<file path="config.mk">
export PLATFORM = sky130hd
export DESIGN_NAME = smg_core_param
export DESIGN_NICKNAME = d
export VERILOG_FILES = /design/src/rtl/smg_pkg.sv /design/src/rtl/smg_core_param_alu.sv /design/src/rtl/smg_core_param.sv
export SDC_FILE = /design/constraint.sdc
export NUM_CORES = 1
export LEC_CHECK = 0
export BUFFER_PORTS_ARGS = -buffer_cell sky130_fd_sc_hd__buf_2
export CORE_AREA = 2 2 113 115
export CTS_CLUSTER_DIAMETER = 200
export DETAILED_ROUTE_END_ITERATION = 10
export DIE_AREA = 0 0 115 117
export SLEW_MARGIN = 20
export SYNTH_ARGS = -nofsm -noshare
export SYNTH_HDL_FRONTEND = slang
export SYNTH_SLANG_ARGS = --single-unit
</file>
<file path="constraint.sdc">
create_clock -name clk -period 7.1 [get_ports clk]
set_input_delay 1.065 -clock clk [delete_from_list [all_inputs] [get_ports clk]]
set_output_delay 1.065 -clock clk [all_outputs]
set_load 0.03 [all_outputs]
</file>
<file path="src/rtl/smg_pkg.sv">
// Shared opcode, state and ALU-operation definitions for the parametrised accumulator CPU.
package smg_pkg;

  // Base opcodes live in the low nibble with all upper IR bits zero; HALT is the all-ones word.
  typedef enum logic [3:0] {
    OP_NOP  = 4'd0,
    OP_LDAC = 4'd1,
    OP_STAC = 4'd2,
    OP_MVAC = 4'd3,
    OP_MOVR = 4'd4,
    OP_JUMP = 4'd5,
    OP_JMPZ = 4'd6,
    OP_JPNZ = 4'd7,
    OP_ADD  = 4'd8,
    OP_SUB  = 4'd9,
    OP_INAC = 4'd10,
    OP_CLAC = 4'd11,
    OP_AND  = 4'd12,
    OP_OR   = 4'd13,
    OP_XOR  = 4'd14,
    OP_NOT  = 4'd15
  } opcode_e;

  localparam logic [2:0] ST_FETCH = 3'd0;
  localparam logic [2:0] ST_EXEC  = 3'd1;
  localparam logic [2:0] ST_ADDR  = 3'd2;
  localparam logic [2:0] ST_LOAD  = 3'd3;
  localparam logic [2:0] ST_STORE = 3'd4;
  localparam logic [2:0] ST_HALT  = 3'd5;

  typedef enum logic [3:0] {
    ALU_NOP,
    ALU_MOVR,
    ALU_ADD,
    ALU_SUB,
    ALU_AND,
    ALU_OR,
    ALU_XOR,
    ALU_INAC,
    ALU_CLAC,
    ALU_NOT
  } alu_op_t;

endpackage

</file>
<file path="src/rtl/smg_core_param_alu.sv">
// Combinational accumulator ALU: produces the new AC value and its zero flag.
module smg_alu
  import smg_pkg::*;
#(
  parameter int DATA_W = 8
) (
  input  alu_op_t           alu_op,
  input  logic [DATA_W-1:0] ac,
  input  logic [DATA_W-1:0] r,
  output logic [DATA_W-1:0] result,
  output logic              zero
);

  always_comb begin
    result = ac;
    case (alu_op)
      ALU_MOVR: result = r;
      ALU_ADD:  result = ac + r;
      ALU_SUB:  result = ac - r;
      ALU_AND:  result = ac & r;
      ALU_OR:   result = ac | r;
      ALU_XOR:  result = ac ^ r;
      ALU_INAC: result = ac + DATA_W'(1);
      ALU_CLAC: result = '0;
      ALU_NOT:  result = ~ac;
      default:  result = ac;
    endcase
  end

  assign zero = (result == '0);

endmodule

</file>
<file path="src/rtl/smg_core_param.sv">
// Multicycle accumulator CPU: FSM, register file and memory request mux with a req/ready port.
module smg_core_param
  import smg_pkg::*;
#(
  parameter int DATA_W = 8,
  parameter int ADDR_W = 16
) (
  input  logic              clk,
  input  logic              reset,
  output logic              mem_req,
  output logic              mem_we,
  output logic [ADDR_W-1:0] mem_addr,
  output logic [DATA_W-1:0] mem_wdata,
  input  logic [DATA_W-1:0] mem_rdata,
  input  logic              mem_ready,
  output logic [DATA_W-1:0] opcode,
  output logic [DATA_W-1:0] ac_value,
  output logic              halted,
  output logic              illegal_op
);

  localparam int NAB = ADDR_W / DATA_W;
  localparam int KW  = (NAB > 1) ? $clog2(NAB) : 1;
  localparam logic [KW-1:0] K_LAST = KW'(NAB - 1);

  logic [2:0]        state, nxt_state;
  logic [ADDR_W-1:0] pc, nxt_pc, ar, nxt_ar;
  logic [DATA_W-1:0] ac, nxt_ac, r, nxt_r, ir, nxt_ir;
  logic              z, nxt_z;
  logic [KW-1:0]     k, nxt_k;

  logic              xfer, is_base, is_halt;
  opcode_e           op;
  alu_op_t           alu_op;
  logic [DATA_W-1:0] alu_res;
  logic              alu_zero;

  logic              nxt_req, nxt_we;
  logic [ADDR_W-1:0] nxt_addr;

  assign xfer    = mem_req & mem_ready;
  assign op      = opcode_e'(ir[3:0]);
  assign is_base = (ir[DATA_W-1:4] == '0);
  assign is_halt = &ir;

  always_comb begin
    alu_op = ALU_NOP;
    if (is_base) begin
      case (op)
        OP_MOVR: alu_op = ALU_MOVR;
        OP_ADD:  alu_op = ALU_ADD;
        OP_SUB:  alu_op = ALU_SUB;
        OP_AND:  alu_op = ALU_AND;
        OP_OR:   alu_op = ALU_OR;
        OP_XOR:  alu_op = ALU_XOR;
        OP_INAC: alu_op = ALU_INAC;
        OP_CLAC: alu_op = ALU_CLAC;
        OP_NOT:  alu_op = ALU_NOT;
        default: alu_op = ALU_NOP;
      endcase
    end
  end

  smg_alu #(.DATA_W(DATA_W)) u_alu (
    .alu_op (alu_op),
    .ac     (ac),
    .r      (r),
    .result (alu_res),
    .zero   (alu_zero)
  );

  always_comb begin
    nxt_state = state;
    nxt_pc    = pc;
    nxt_ar    = ar;
    nxt_ac    = ac;
    nxt_r     = r;
    nxt_ir    = ir;
    nxt_z     = z;
    nxt_k     = k;
    case (state)
      ST_FETCH: begin
        if (xfer) begin
          nxt_ir    = mem_rdata;
          nxt_pc    = pc + ADDR_W'(1);
          nxt_state = ST_EXEC;
        end
      end
      ST_EXEC: begin
        nxt_state = ST_FETCH;
        if (is_halt) begin
          nxt_state = ST_HALT;
        end else if (is_base) begin
          case (op)
            OP_LDAC, OP_STAC, OP_JUMP, OP_JMPZ, OP_JPNZ: begin
              nxt_k     = '0;
              nxt_state = ST_ADDR;
            end
            OP_NOP:  nxt_state = ST_FETCH;
            OP_MVAC: nxt_r = ac;
            default: begin
              nxt_ac = alu_res;
              nxt_z  = alu_zero;
            end
          endcase
        end
      end
      ST_ADDR: begin
        if (xfer) begin
          // Address bytes arrive little-endian; byte k lands in slice k of AR.
          nxt_ar[k*DATA_W +: DATA_W] = mem_rdata;
          nxt_pc = pc + ADDR_W'(1);
          nxt_k  = k + KW'(1);
          if (k == K_LAST) begin
            nxt_state = ST_FETCH;
            case (op)
              OP_LDAC: nxt_state = ST_LOAD;
              OP_STAC: nxt_state = ST_STORE;
              OP_JUMP: nxt_pc = nxt_ar;
              OP_JMPZ: if (z) nxt_pc = nxt_ar;
              OP_JPNZ: if (!z) nxt_pc = nxt_ar;
              default: nxt_state = ST_FETCH;
            endcase
          end
        end
      end
      ST_LOAD: begin
        if (xfer) begin
          nxt_ac    = mem_rdata;
          nxt_z     = (mem_rdata == '0);
          nxt_state = ST_FETCH;
        end
      end
      ST_STORE: begin
        if (xfer) nxt_state = ST_FETCH;
      end
      ST_HALT: nxt_state = ST_HALT;
      default: nxt_state = ST_FETCH;
    endcase
  end

  // The request for the next state is registered so it is already up on that state's first cycle.
  always_comb begin
    nxt_req  = (nxt_state == ST_FETCH) || (nxt_state == ST_ADDR) ||
               (nxt_state == ST_LOAD)  || (nxt_state == ST_STORE);
    nxt_we   = (nxt_state == ST_STORE);
    nxt_addr = ((nxt_state == ST_LOAD) || (nxt_state == ST_STORE)) ? nxt_ar : nxt_pc;
  end

  always_ff @(posedge clk or negedge reset) begin
    if (!reset) begin
      state     <= ST_FETCH;
      pc        <= '0;
      ar        <= '0;
      ac        <= '0;
      r         <= '0;
      ir        <= '0;
      z         <= 1'b1;
      k         <= '0;
      mem_req   <= 1'b0;
      mem_we    <= 1'b0;
      mem_addr  <= '0;
      mem_wdata <= '0;
    end else begin
      state     <= nxt_state;
      pc        <= nxt_pc;
      ar        <= nxt_ar;
      ac        <= nxt_ac;
      r         <= nxt_r;
      ir        <= nxt_ir;
      z         <= nxt_z;
      k         <= nxt_k;
      mem_req   <= nxt_req;
      mem_we    <= nxt_we;
      mem_addr  <= nxt_addr;
      mem_wdata <= nxt_ac;
    end
  end

  assign opcode     = ir;
  assign ac_value   = ac;
  assign halted     = (state == ST_HALT);
  assign illegal_op = (state == ST_EXEC) && !is_halt && !is_base;

endmodule

</file>
* Word-level counts from Yosys, hierarchy flattened
Memory sizes are Yosys's and may differ from the RTL's.
Cells that the tools add are included.
W data, S select, Z words.
** Word-level totals
- Bits in registers :: 79
- Word-level logic and storage cells :: 116
- ROM bits :: 64
- Memories kept :: 1
** Cells by class
- Multiplexer cells :: 37
- Add/subtract/negate cells :: 6
- Shifts and indexed selects :: 2
- Equal/unequal tests :: 29
- Reduce and logical (&&, ||, !) cells :: 24
- Bitwise operators :: 6
** Memories
- (name not given) :: depth 16, bits a word 4, read ports 1, clocked after Yosys merged registers in 0, wr ports 0, line smg_core_param.sv:49 : case (op)
** Operator list (number)
- $mux W16 :: 8
- $pmux W8 S9 :: 1
- $pmux W16 S3 :: 1
- $neg A4 Y34 :: 1
- $shift A8 B34 Y16 const A :: 1
- $shiftx A8 B34 Y16 :: 1
- $mux W8 :: 4
- $pmux W16 S2 :: 1
- $eq A4 B3 Y1 const B :: 7
- $add A16 B1 Y16 const B :: 1
- $bwmux W16 :: 1
- $eq A4 B2 Y1 const B :: 4
- $logic_not A8 Y1 :: 2
- $pmux W8 S2 :: 1
- $mux W3 :: 5
- $pmux W3 S5 :: 1
- $eq A3 B2 Y1 const B :: 4
- $ne A2 B2 Y1 const B :: 5
- $reduce_and A5 Y1 :: 2
- $eq A3 B3 Y1 const B :: 3
- $add A8 B1 Y8 const B :: 1
- $add A8 B8 Y8 :: 1
- $and A8 B8 Y8 :: 1
- $eq A4 B1 Y1 const B :: 2
- 27 further kinds :: 45

* Logic depth before layout (Yosys ltp)
Gate-level depths: netlist of the first run.
- Depth after elaboration :: 10
- Gate-level depth with buffers :: 16
- Gate-level depth less buffers :: 15

* Modules after synthesis
Synthesis of the first run repeated with hierarchy kept, for this count alone.
** Unflattened totals
- Cell total of the unflattened synthesis :: 575
- Area, all modules :: 5504.0 um^2
** By module, submodules not included
- smg_core_param :: times used 1, seq. area each 1978.1 um^2, cells an instance 371, area each 4156.5 um^2
- smg_alu :: times used 1, seq. area each 0.0 um^2, cells an instance 204, area each 1347.5 um^2

* Least setup slack after synthesis of the first run
Ideal clock, no wire load.
- Kind :: reg2reg
- Start point :: register ir[0], in the netlist opcode[0]
- End point :: register z
- Buffers on the path :: 1
- Setup slack :: 2.937 ns
- Cell stages (with the launch flop) :: 16
- Arrival :: 4.073 ns
- Setup time :: 0.091 ns
- Path through :: dfrtp_1 > inv_1 > ha_1 > mux2_2 > a22oi_1 > clkbuf_1 > nor2_1 > o21ai_0 > ha_1 > a21oi_1 > o22ai_1 > o41ai_1 > nor4b_1 > a2111oi_0 > a22oi_1 > o31ai_1
** Between the ends
- Cells in the longest elaborated chain, start to end :: 9
** RTL lines
- start, declared :: line smg_core_param.sv:28 : logic [DATA_W-1:0] ac, nxt_ac, r, nxt_r, ir, nxt_ir;
- start signal, assigned :: line smg_core_param.sv:170 : ir <= nxt_ir;
- $mem_v2 Z16 W4
- $mux W4 :: line smg_core_param.sv:48 : if (is_base) begin
- $eq A4 B4 Y1, or another cell as far along :: line smg_core_param_alu.sv:16 : case (alu_op)
- $pmux W8 S9 :: line smg_core_param_alu.sv:16
- $logic_not A8 Y1 :: line smg_core_param_alu.sv:30 : assign zero = (result == '0);
- $mux W1 :: line smg_core_param.sv:94 : case (op)
- $mux W1 :: line smg_core_param.sv:93 : end else if (is_base) begin
- $mux W1 :: line smg_core_param.sv:91 : if (is_halt) begin
- $pmux W1 S2 :: line smg_core_param.sv:81 : case (state)
- end signal, assigned :: line smg_core_param.sv:171 : z <= nxt_z;
- end, declared :: line smg_core_param.sv:29 : logic z, nxt_z;
Several ways; a longest one is shown, not always the timed one. The select of a mux whose other input is x is not followed.
A chain may end at the register's enable or synchronous reset.

* Worst setup path in the final report of the first run
- Start point :: register ir[3], in the netlist opcode[3]
- End point :: register z
The elaborated chain is that of the path after synthesis.

==> results.toml, run 1 <==
[worst_setup_path]
crit_arrival_ps = 4840
crit_path_end_kind = "register"
critPathKind = "reg -> reg"
start_kind = "register"
crit_required_ps = 7360
cp_max_fo = 22

[power]
vdd_drop_max_uv = 278.6
power_density_mw_per_mm2 = 442.2
power_leakage_uw = 0.002720

[finish]
syn_to_final_growth_pct = 12.20
fillers = 1167
num_antenna_cells = 0
drive_gt1_share_pct = 21.18
fin_nets = 664
final_util_pct = 49.07

[cts]
cts.clk_slew.worst_paths_ps = 60
post_cts_buffers = 0
numClockSinks = 79
clock_latency_ps = 350
numCtsBuffers = 9
hold_buffers = 0
clock_path_buffers = 2
cts-resized-gates = 0
clock-root-buffer = "clkbuf_16"
cts_tree = "built"
htreeDepth = 3

[synth]
netlist_area_mm2 = 0.005384
netlist_instances = 586
synth.area.top_cells = "dfrtp_1, mux2_2, ha_1, o21ai_0, nand2_1"
synth-seq-cells = 79
synth_nets = 627
synth_flop_cell = "dfrtp_1"
synth_top_area_cell = "dfrtp_1"
ys_seq_area_share_pct = 36.74
synthTopCellsByCount = "dfrtp_1, nand2_1, o21ai_0"
synthArstFlopShare_pct = 100.0
synth_most_common_cell = "dfrtp_1"
ys_types = 72
synth.top_cell.area_share_pct = 36.25
postSynthAreaPerCell_um2 = 9.188
ys_warn_count = 0
synth_edf_count = 0

[global_route]
grt_pass1_vias = 4403
antenna_found_initial = 0
grt_usage_pct = 24.21
grt_max_degree = 80
grt_pass1_wl_mm = 24.56
grt_overflow = 0

[drt]
drc = 0
route.met2.wl_mm = 6.567
routed_wl_mm = 15.42
drt_iter0_drc = 395
via_per_inst = 6.075
vias = 4726
drt_first_pass_iters = 5
wl_met3_mm = 1.025
highest_layer = "met4"
ant_nets = 0
m1WireLength_mm = 7.525
post_drt_wl_per_cell_um = 19.82

[timing]
relSlewSlack_pct = 37.61
timing.final.crit_share_pct = 64.45
slew_viol_final = 0
period_needed_ps = 4576
max_freq_ghz = 0.2185
hold_slack_ps = 499.9
fin_worst_skew_ps = 6.562
setup_violations = 0
hold_violations = 0
worst_pin_slew_ps = 935.9
rsz0062_at_grt = "false"
fin_tns_setup_ps = 0

[die]
fp-row-count = 41
boundaryPins = 55
core_area_mm2 = 0.01231
die_h_um = 117
dieArea_mm2 = 0.01346
start_util_pct = 43.73
die_x_um = 115

[placed_design]
portBuffers = 54
dp_hpwl_mm = 10.60
gp_congestion = 0.8774

[min_path]
hold_path_class = "reg -> reg"

[status]
status = "completed"

[run]
drv_cap = 0
[placed cells by master, fill, tap and decap left out, drive strengths merged, types with 4 or more instances in the layout]
| cell type | count |
|---|---|
| nor2b | 6 |
| ha | 29 |
| a31oi | 4 |
| nor3b | 4 |
| mux2 | 42 |
| nand2 | 53 |
| nand3 | 25 |
| and3 | 9 |
| o32ai | 4 |
| nand4 | 11 |
| xnor2 | 7 |
| nor2 | 43 |
| buf | 58 |
| o21ai | 55 |
| or3 | 4 |
| inv | 34 |
| o211ai | 6 |
| mux2i | 15 |
| nor3 | 14 |
| a21oi | 31 |
| clkbuf | 11 |
| o22ai | 6 |
| and2 | 6 |
| a211oi | 4 |
| nand2b | 5 |
| or4 | 5 |
| a22o | 8 |
| a2111oi | 4 |
| dfrtp | 78 |
| nor4 | 5 |
[state kept, by name, summed over array words and instances (netlist names)]
register and count:
ar 16, mem_addr 16, pc 16, ac_value 8, opcode 8, r 8
state 3, k 1, mem_req 1, mem_we 1, z 1
[area by class of cell]
class                      instances  area (µm²)  share of cell area (%)
clock buffer                      11       252.7                   4.184
clock inverter                     5       87.58                   1.450
inverter                          32       120.1                   1.988
multi-input combinational        443        3108                   51.45
sequential                        79        1978                   32.75
tap                              150       187.7                   3.107
timing repair buffer              58       306.5                   5.075
[worst paths after layout]
kind                            from  endpoint  slack [ps]  depth (start not counted)
setup / recovery           opcode[3]         z        2520                         13
hold reg to reg               ar[14]    ar[14]         500                          1
max in group asynchronous      reset    ar[10]        5830                          1
hold / removal                ar[14]    ar[14]         500                          1
setup reg to reg           opcode[3]         z        2520                         13
min in group asynchronous      reset     ar[4]         760                          1
[critical path, stage by stage (launching register included)]
cell and delay, ps:
dfrtp_1 740, mux2_2 520, a22oi_1 150, buf_4 230, nor2_1 310, o21ai_0 200
ha_1 310, a21oi_1 200, o22ai_1 140, o41ai_1 670, nor4b_1 140, a2111oi_0 490
a22oi_1 120, o31ai_1 260
[power breakdown]
group,switching [µW],internal (µW),total [µW]
sequential,234,599,833
clock,201,331,532
combinational,824,483,1310
total,1260,1410,2670
[per-layer routing]
layer,vias up,global-route usage (%)
li1,2214,-
met1,2288,37.00
met2,197,34.47
met3,27,4.583
met4,0,7.711
met5,-,0
[metrics by stage]
step                cell area [µm²]  instances  setup WS [ps]  power, µW
floorplan                      5384        586           2937       1784
global placement               5697        762           2810       2110
detailed placement             5697        762           2605       2123
CTS                            6037        778           2612       2669
global route                   6041        778           2053       2863
finish                         6041        778           2524       2671
[kinds of logic (layout without fill, tap and decap cells)]
logic type                 Yosys count  in the layout  synth area share, %
and+or+nand+nor                    200            200                18.80
AOI/OAI and AO/OA                  149            149                18.27
DFF                                 79             79                36.74
buffers and inverters               64            106                5.740
muxes                               57             57                12.20
adders and majority gates           30             30                7.111
xor gates and xnor gates             7              7                1.139
(Power assumes the default switching activity.)
==> run 2, diff against run 1 <==
==> constraint.sdc (replaced) <==
create_clock -name clk -period 3.9 [get_ports clk]
set_input_delay 0.585 -clock clk [delete_from_list [all_inputs] [get_ports clk]]
set_output_delay 0.585 -clock clk [all_outputs]
set_load 0.03 [all_outputs]
==> run 2 against run 1 <==
Hold slack worse by 200 ps. Maximum frequency rose by 26%. Global-route usage about the same. Routed wire length grew 0.90%. Utilization grew 1.2 points. Flip-flop and latch count did not move. Critical path depth grew 3. Combinational power grew 100%. Sequential share of layout area shrank 0.75 points. Critical path type unchanged. Largest cell class unchanged.
==> results.toml, run 2 (synthesis gave the netlist of run 1 again) <==
[worst_setup_path]
crit_path_end_kind = "register"
cp_max_fo = 5
crit_arrival_ps = 3900
cpMaxStageDelayCell = "a2111oi_2"
reg2reg_from = "opcode[1]"
path_cells = "inv_1 -> ha_1 -> nor2b_4 -> nand3_1 -> buf_4 -> or3_1 -> a21oi_1 -> ha_1 -> nand3_1 -> o22ai_1 -> o41ai_2 -> buf_4 -> and3_1 -> a2111oi_2 -> a22oi_1 -> o31ai_1"
r2r_cells = 16
cpPeakStageDelay_ps = 420
critPathKind = "reg -> reg"
r2r_setup_slack_ps = 270
path_buf_inv = 3
path_delay_family = "compound AO/OA/AOI/OAI gates"
start_kind = "register"
crit_required_ps = 4170
rr_endpoint = "z"

[timing]
fin_worst_skew_ps = 9.768
period_needed_ps = 3632
fin_ws_ps = 267.6
timing.final.crit_share_pct = 93.14
slew_viol_final = 0
relSlewSlack_pct = 46.98
rsz0062_at_grt = "false"
worst_pin_slew_ps = 793.5
max_freq_ghz = 0.2753
hold_violations = 0
setup_violations = 0

[finish]
register_area_mm2 = 0.001981
multiInputGateArea_mm2 = 0.003156
layout_common_cells = "dfrtp_1, o21ai_0, nand2_1, buf_2, nor2_1"
layout_commonest_cell = "dfrtp_1"
drive_gt1_share_pct = 24.50
num_antenna_cells = 0
final_cells = 795
final_util_pct = 50.28
fillers = 1146
syn_to_final_growth_pct = 14.99
fin_nets = 681
reg.largest.list = "ar (16), mem_addr (16), pc (16)"

[die]
core_area_mm2 = 0.01231
die_x_um = 115
die_h_um = 117
dieArea_mm2 = 0.01346
fp-row-count = 41
boundaryPins = 55
start_util_pct = 43.73

[global_route]
antenna_found_initial = 0
grt_overflow = 0
grt_pass1_vias = 4577
grt_usage_pct = 24.26
grt_max_degree = 59
grt_pass1_wl_mm = 24.96

[power]
power_density_mw_per_mm2 = 801.0
power_leakage_uw = 0.002805
vdd_drop_max_uv = 566.3

[placed_design]
portBuffers = 54
gp_congestion = 0.8967
pre_cts_slack_ps = -92.89
dp.cells = 778
dp_hpwl_mm = 11.02

[run]
drv_cap = 0

[cts]
clock_path_buffers = 2
clock-root-buffer = "clkbuf_16"
cts.clk_slew.worst_paths_ps = 70
clock_latency_ps = 350
htreeDepth = 3
numCtsBuffers = 9
cts_tree = "built"
numClockSinks = 79

[drt]
vias = 4801
drt_first_pass_iters = 6
via_per_inst = 6.039
post_drt_wl_per_cell_um = 19.57
ant_nets = 0
drc = 0
drt_iter0_drc = 389
routed_wl_mm = 15.56

[status]
status = "completed"

[min_path]
hold_path_class = "in -> async"
run 2: worst max path at each step:
stage,start,endpoint,depth (start not counted)
floorplan,opcode[0],z,15
global placement,opcode[1],z,15
detailed placement,opcode[1],z,15
CTS,opcode[1],z,16
global route,opcode[0],z,15
finish,opcode[1],z,16
run 2: where the power goes:
| group | internal, µW | total [µW] | switching (µW) |
|---|---|---|---|
| logic | 981 | 2630 | 1650 |
| registers | 1100 | 1430 | 333 |
| clock network | 537 | 902 | 366 |
| total | 2610 | 4960 | 2350 |
run 2: layer usage:
layer	track usage, %	part of all wire, %	vias to the layer above
met5	0	0	-
li1	-	-	2244
met2	34.24	42	218
met4	8.032	2.2	0
met1	36.71	48	2310
met3	5.355	8.1	29
run 2: worst reg2reg max path, stage by stage (launching register included):
cell and delay (ps):
dfrtp_2 380, inv_1 70, ha_1 310, nor2b_4 200, nand3_1 140, buf_4 190, or3_1 300, a21oi_1 160
ha_1 220, nand3_1 100, o22ai_1 240, o41ai_2 110, buf_4 160, and3_1 190, a2111oi_2 420, a22oi_1 120
o31ai_1 260
run 2: what timing repair did:
action,CTS,global route
gates resized for setup,1,8
endpoints found under the setup margin,2,4
setup buffers,1,0
hold buffers,0,0
pin swaps,1,1
run 2: final cells by class:
| type | count | share of cell area (%) |
|---|---|---|
| clock inverters | 5 | 1.031 |
| repair buffers | 75 | 6.952 |
| inverters | 32 | 1.940 |
| well taps | 150 | 3.032 |
| clock buffers | 11 | 4.082 |
| flip-flops and latches | 79 | 31.99 |
| multi-input cells | 443 | 50.97 |
run 2: per-stage QoR:
step / TNS, ps / hold slack [ps] / area, µm² / total power (µW)
floorplan: 0 / 289.4 / 5395 / 3260
global placement: 0 / 477.8 / 5827 / 3932
detailed placement: -114.0 / 484.8 / 5827 / 3977
CTS: 0 / 328.4 / 6152 / 4911
global route: 0 / 371.4 / 6191 / 5317
finish: 0 / 304.6 / 6191 / 4959
==> run 3, diff against run 2 <==
--- a/config.mk
+++ b/config.mk
@@ -5,11 +5,12 @@
 export SDC_FILE = /design/constraint.sdc
 export NUM_CORES = 1
 export LEC_CHECK = 0
+export ABC_AREA = 1
 export BUFFER_PORTS_ARGS = -buffer_cell sky130_fd_sc_hd__buf_2
-export CORE_AREA = 2 2 113 115
+export CORE_AREA = 2 2 115 117
 export CTS_CLUSTER_DIAMETER = 200
 export DETAILED_ROUTE_END_ITERATION = 10
-export DIE_AREA = 0 0 115 117
+export DIE_AREA = 0 0 117 119
 export SLEW_MARGIN = 20
 export SYNTH_ARGS = -nofsm -noshare
 export SYNTH_HDL_FRONTEND = slang
==> run 3 against run 2 <==
Final cell count grew 28%. Synthesized area rose by 3.2%. Setup slack gained 170 ps. Total power up 7.9%. Synthesized cell count rose by 34%. Utilization decreased by 1.4 points. Register-to-register slack improved by 170 ps. Critical path type unchanged. Highest routed layer unchanged.
==> results.toml, run 3 <==
[worst_setup_path]
crit_required_ps = 4130
cp_max_fo = 6
cpPeakStageDelay_ps = 450
path_buf_inv = 4
crit_path_end_kind = "register"
path_delay_family = "simple AND/OR/NAND/NOR gates"
crit_path_frequent_cell = "nand2_1"
critPathKind = "reg -> reg"
crit_arrival_ps = 3690
cpMaxStageDelayCell = "dfrtp_1"
start_kind = "register"

[drt]
via_per_inst = 5.285
drc = 0
ant_nets = 0
post_drt_wl_per_cell_um = 16.46
drt_iter0_drc = 323
routed_wl_mm = 16.70
drt_first_pass_iters = 5
vias = 5364

[global_route]
grt_use_met2_pct = 42.38
antenna_found_initial = 0
grt_util_met1_pct = 31.92
grt_pass1_vias = 5251
grt_usage_pct = 25.46
grt_pass1_wl_mm = 27.17
grt_overflow = 0
grt_util_met3_pct = 4.173
grt_max_degree = 80
grt.busiest_layer = "met2"

[synth]
ys_warn_count = 0
synthTopCellsByCount = "nand2_1, inv_1, dfrtp_1"
postSynthAreaPerCell_um2 = 7.051
synthArstFlopShare_pct = 100.0
synth_nets = 829
synth.area.top_cells = "dfrtp_1, nand2_1, ha_1, inv_1, o21ai_0"
ys_types = 47
synth.top_cell.area_share_pct = 35.13
synth_flop_cell = "dfrtp_1"
synth_compound_area_share_pct = 13.51
ys_seq_area_share_pct = 35.60
synth_top_area_cell = "dfrtp_1"
synth_most_common_cell = "nand2_1"
muxShareOfSynthArea_pct = 0
synth_edf_count = 0
synth_xor_area_share_pct = 1.734
synthSimpleGateAreaFrac_pct = 32.81
netlist_instances = 788
synthAdderAreaFrac_pct = 6.890
synth-seq-cells = 79
synth_top_family_by_area = "simple AND/OR/NAND/NOR gates"
netlist_area_mm2 = 0.005557

[cts]
numCtsBuffers = 9
clock_latency_ps = 350
hold_buffers = 0
htreeDepth = 3
cts.clk_slew.worst_paths_ps = 70
numClockSinks = 79
clock_path_buffers = 2
cts_tree = "built"
clock-root-buffer = "clkbuf_16"

[placed_design]
portBuffers = 54
dp_hpwl_mm = 12.31
placed_area_mm2 = 0.005956
gp_congestion = 0.9982

[timing]
slew_viol_final = 0
hold_violations = 0
relSlewSlack_pct = 49.44
fin_worst_skew_ps = 10.80
max_freq_ghz = 0.2891
timing.final.crit_share_pct = 88.70
period_needed_ps = 3459
setup_violations = 0
fin_tns_setup_ps = 0
worst_pin_slew_ps = 758.4
rsz0062_at_grt = "false"

[finish]
fin_nets = 875
layout_commonest_cell = "nand2_1"
layout_common_cells = "nand2_1, inv_1, dfrtp_1"
reg.largest.list = "ar (16), mem_addr (16), pc (16)"
num_antenna_cells = 0
syn_to_final_growth_pct = 13.38
finalInstanceArea_mm2 = 0.006300
drive_gt1_share_pct = 15.14

[die]
start_util_pct = 43.16
boundaryPins = 55
fp-row-count = 42
dieArea_mm2 = 0.01392
core_area_mm2 = 0.01287
die_x_um = 117
die_h_um = 119

[status]
status = "completed"

[run]
drv_cap = 0

[power]
power_density_mw_per_mm2 = 849.5
vdd_drop_max_uv = 379.8
power_leakage_uw = 0.003220

[min_path]
hold_path_class = "in -> async"
-- run 3: metrics by stage --
| step | hold WS, ps | total power, µW | util [%] | instances | setup slack [ps] |
|---|---|---|---|---|---|
| CTS | 432.2 | 5365 | 48.88 | 1015 | 354.8 |
| floorplan | 289.4 | 3605 | - | 788 | 647.3 |
| detailed placement | 489.7 | 4352 | 46.26 | 999 | 400.3 |
| global placement | 483.4 | 4330 | 46.26 | 999 | 525.9 |
| finish | 253.9 | 5352 | 48.93 | 1015 | 440.5 |
| global route | 339.7 | 5786 | 48.93 | 1015 | 45.56 |
-- run 3: repair_timing --
item                       in CTS  in global routing
buffers inserted                0                  0
resized for setup               0                  1
setup endpoints to repair       0                  2
-- run 3: routing by layer --
layer	part of all wire [%]	wire length, µm
met5	0	0
met4	4.4	732
met3	4.0	661
met2	49	8174
met1	43	7135
-- run 3: final timing paths --
check / startpoint / endpoint / slack (ps) / cells past startpoint
max in group asynchronous: reset / mem_addr[6] / 3090 / 1
worst min-delay path: reset / r[1] / 250 / 1
worst max register to register: opcode[1] / ac_value[7] / 440 / 25
worst max-delay path: opcode[1] / ac_value[7] / 440 / 25
worst min register to register: ar[12] / ar[12] / 510 / 2
min in group clk: ar[12] / ar[12] / 510 / 2
-- run 3: power breakdown --
part / switching [µW] / internal (µW)
logic: 2010 / 908
registers: 307 / 1140
clock network: 358 / 625
-- run 3: logic make-up after synthesis --
family                     after synthesis
adders and majority gates               30
and+or+nand+nor                        407
xor gates and xnor gates                11
AOI/OAI and AO/OA                      134
DFF                                     79
buffers and inverters                  127
-- run 3: worst reg2reg max path: stages, from the launching register on --
cell	delay [ps]
dfrtp_1	450
inv_1	140
ha_1	290
inv_1	40
nand2_1	70
nand3_1	70
nand2_1	110
nand2_2	90
nor2_2	220
inv_1	110
o32ai_1	310
ha_1	330
nand2_1	80
inv_1	50
nand4_1	90
nand3_1	80
nand2_1	80
nand2_1	50
a21oi_1	160
nand3_1	100
nand3_1	80
nand2_1	70
nand2_1	100
nand2_1	60
nand2_1	50
o21ai_0	70
-- run 3: cell type report --
type,count,area [µm²]
fillers,1309,6575
multi-input cells,582,3055
flip-flops and latches,79,1978
inverters,101,379.1
repair buffers,61,329.1
clock buffers,10,229.0
well taps,176,220.2
clock inverters,6,108.9
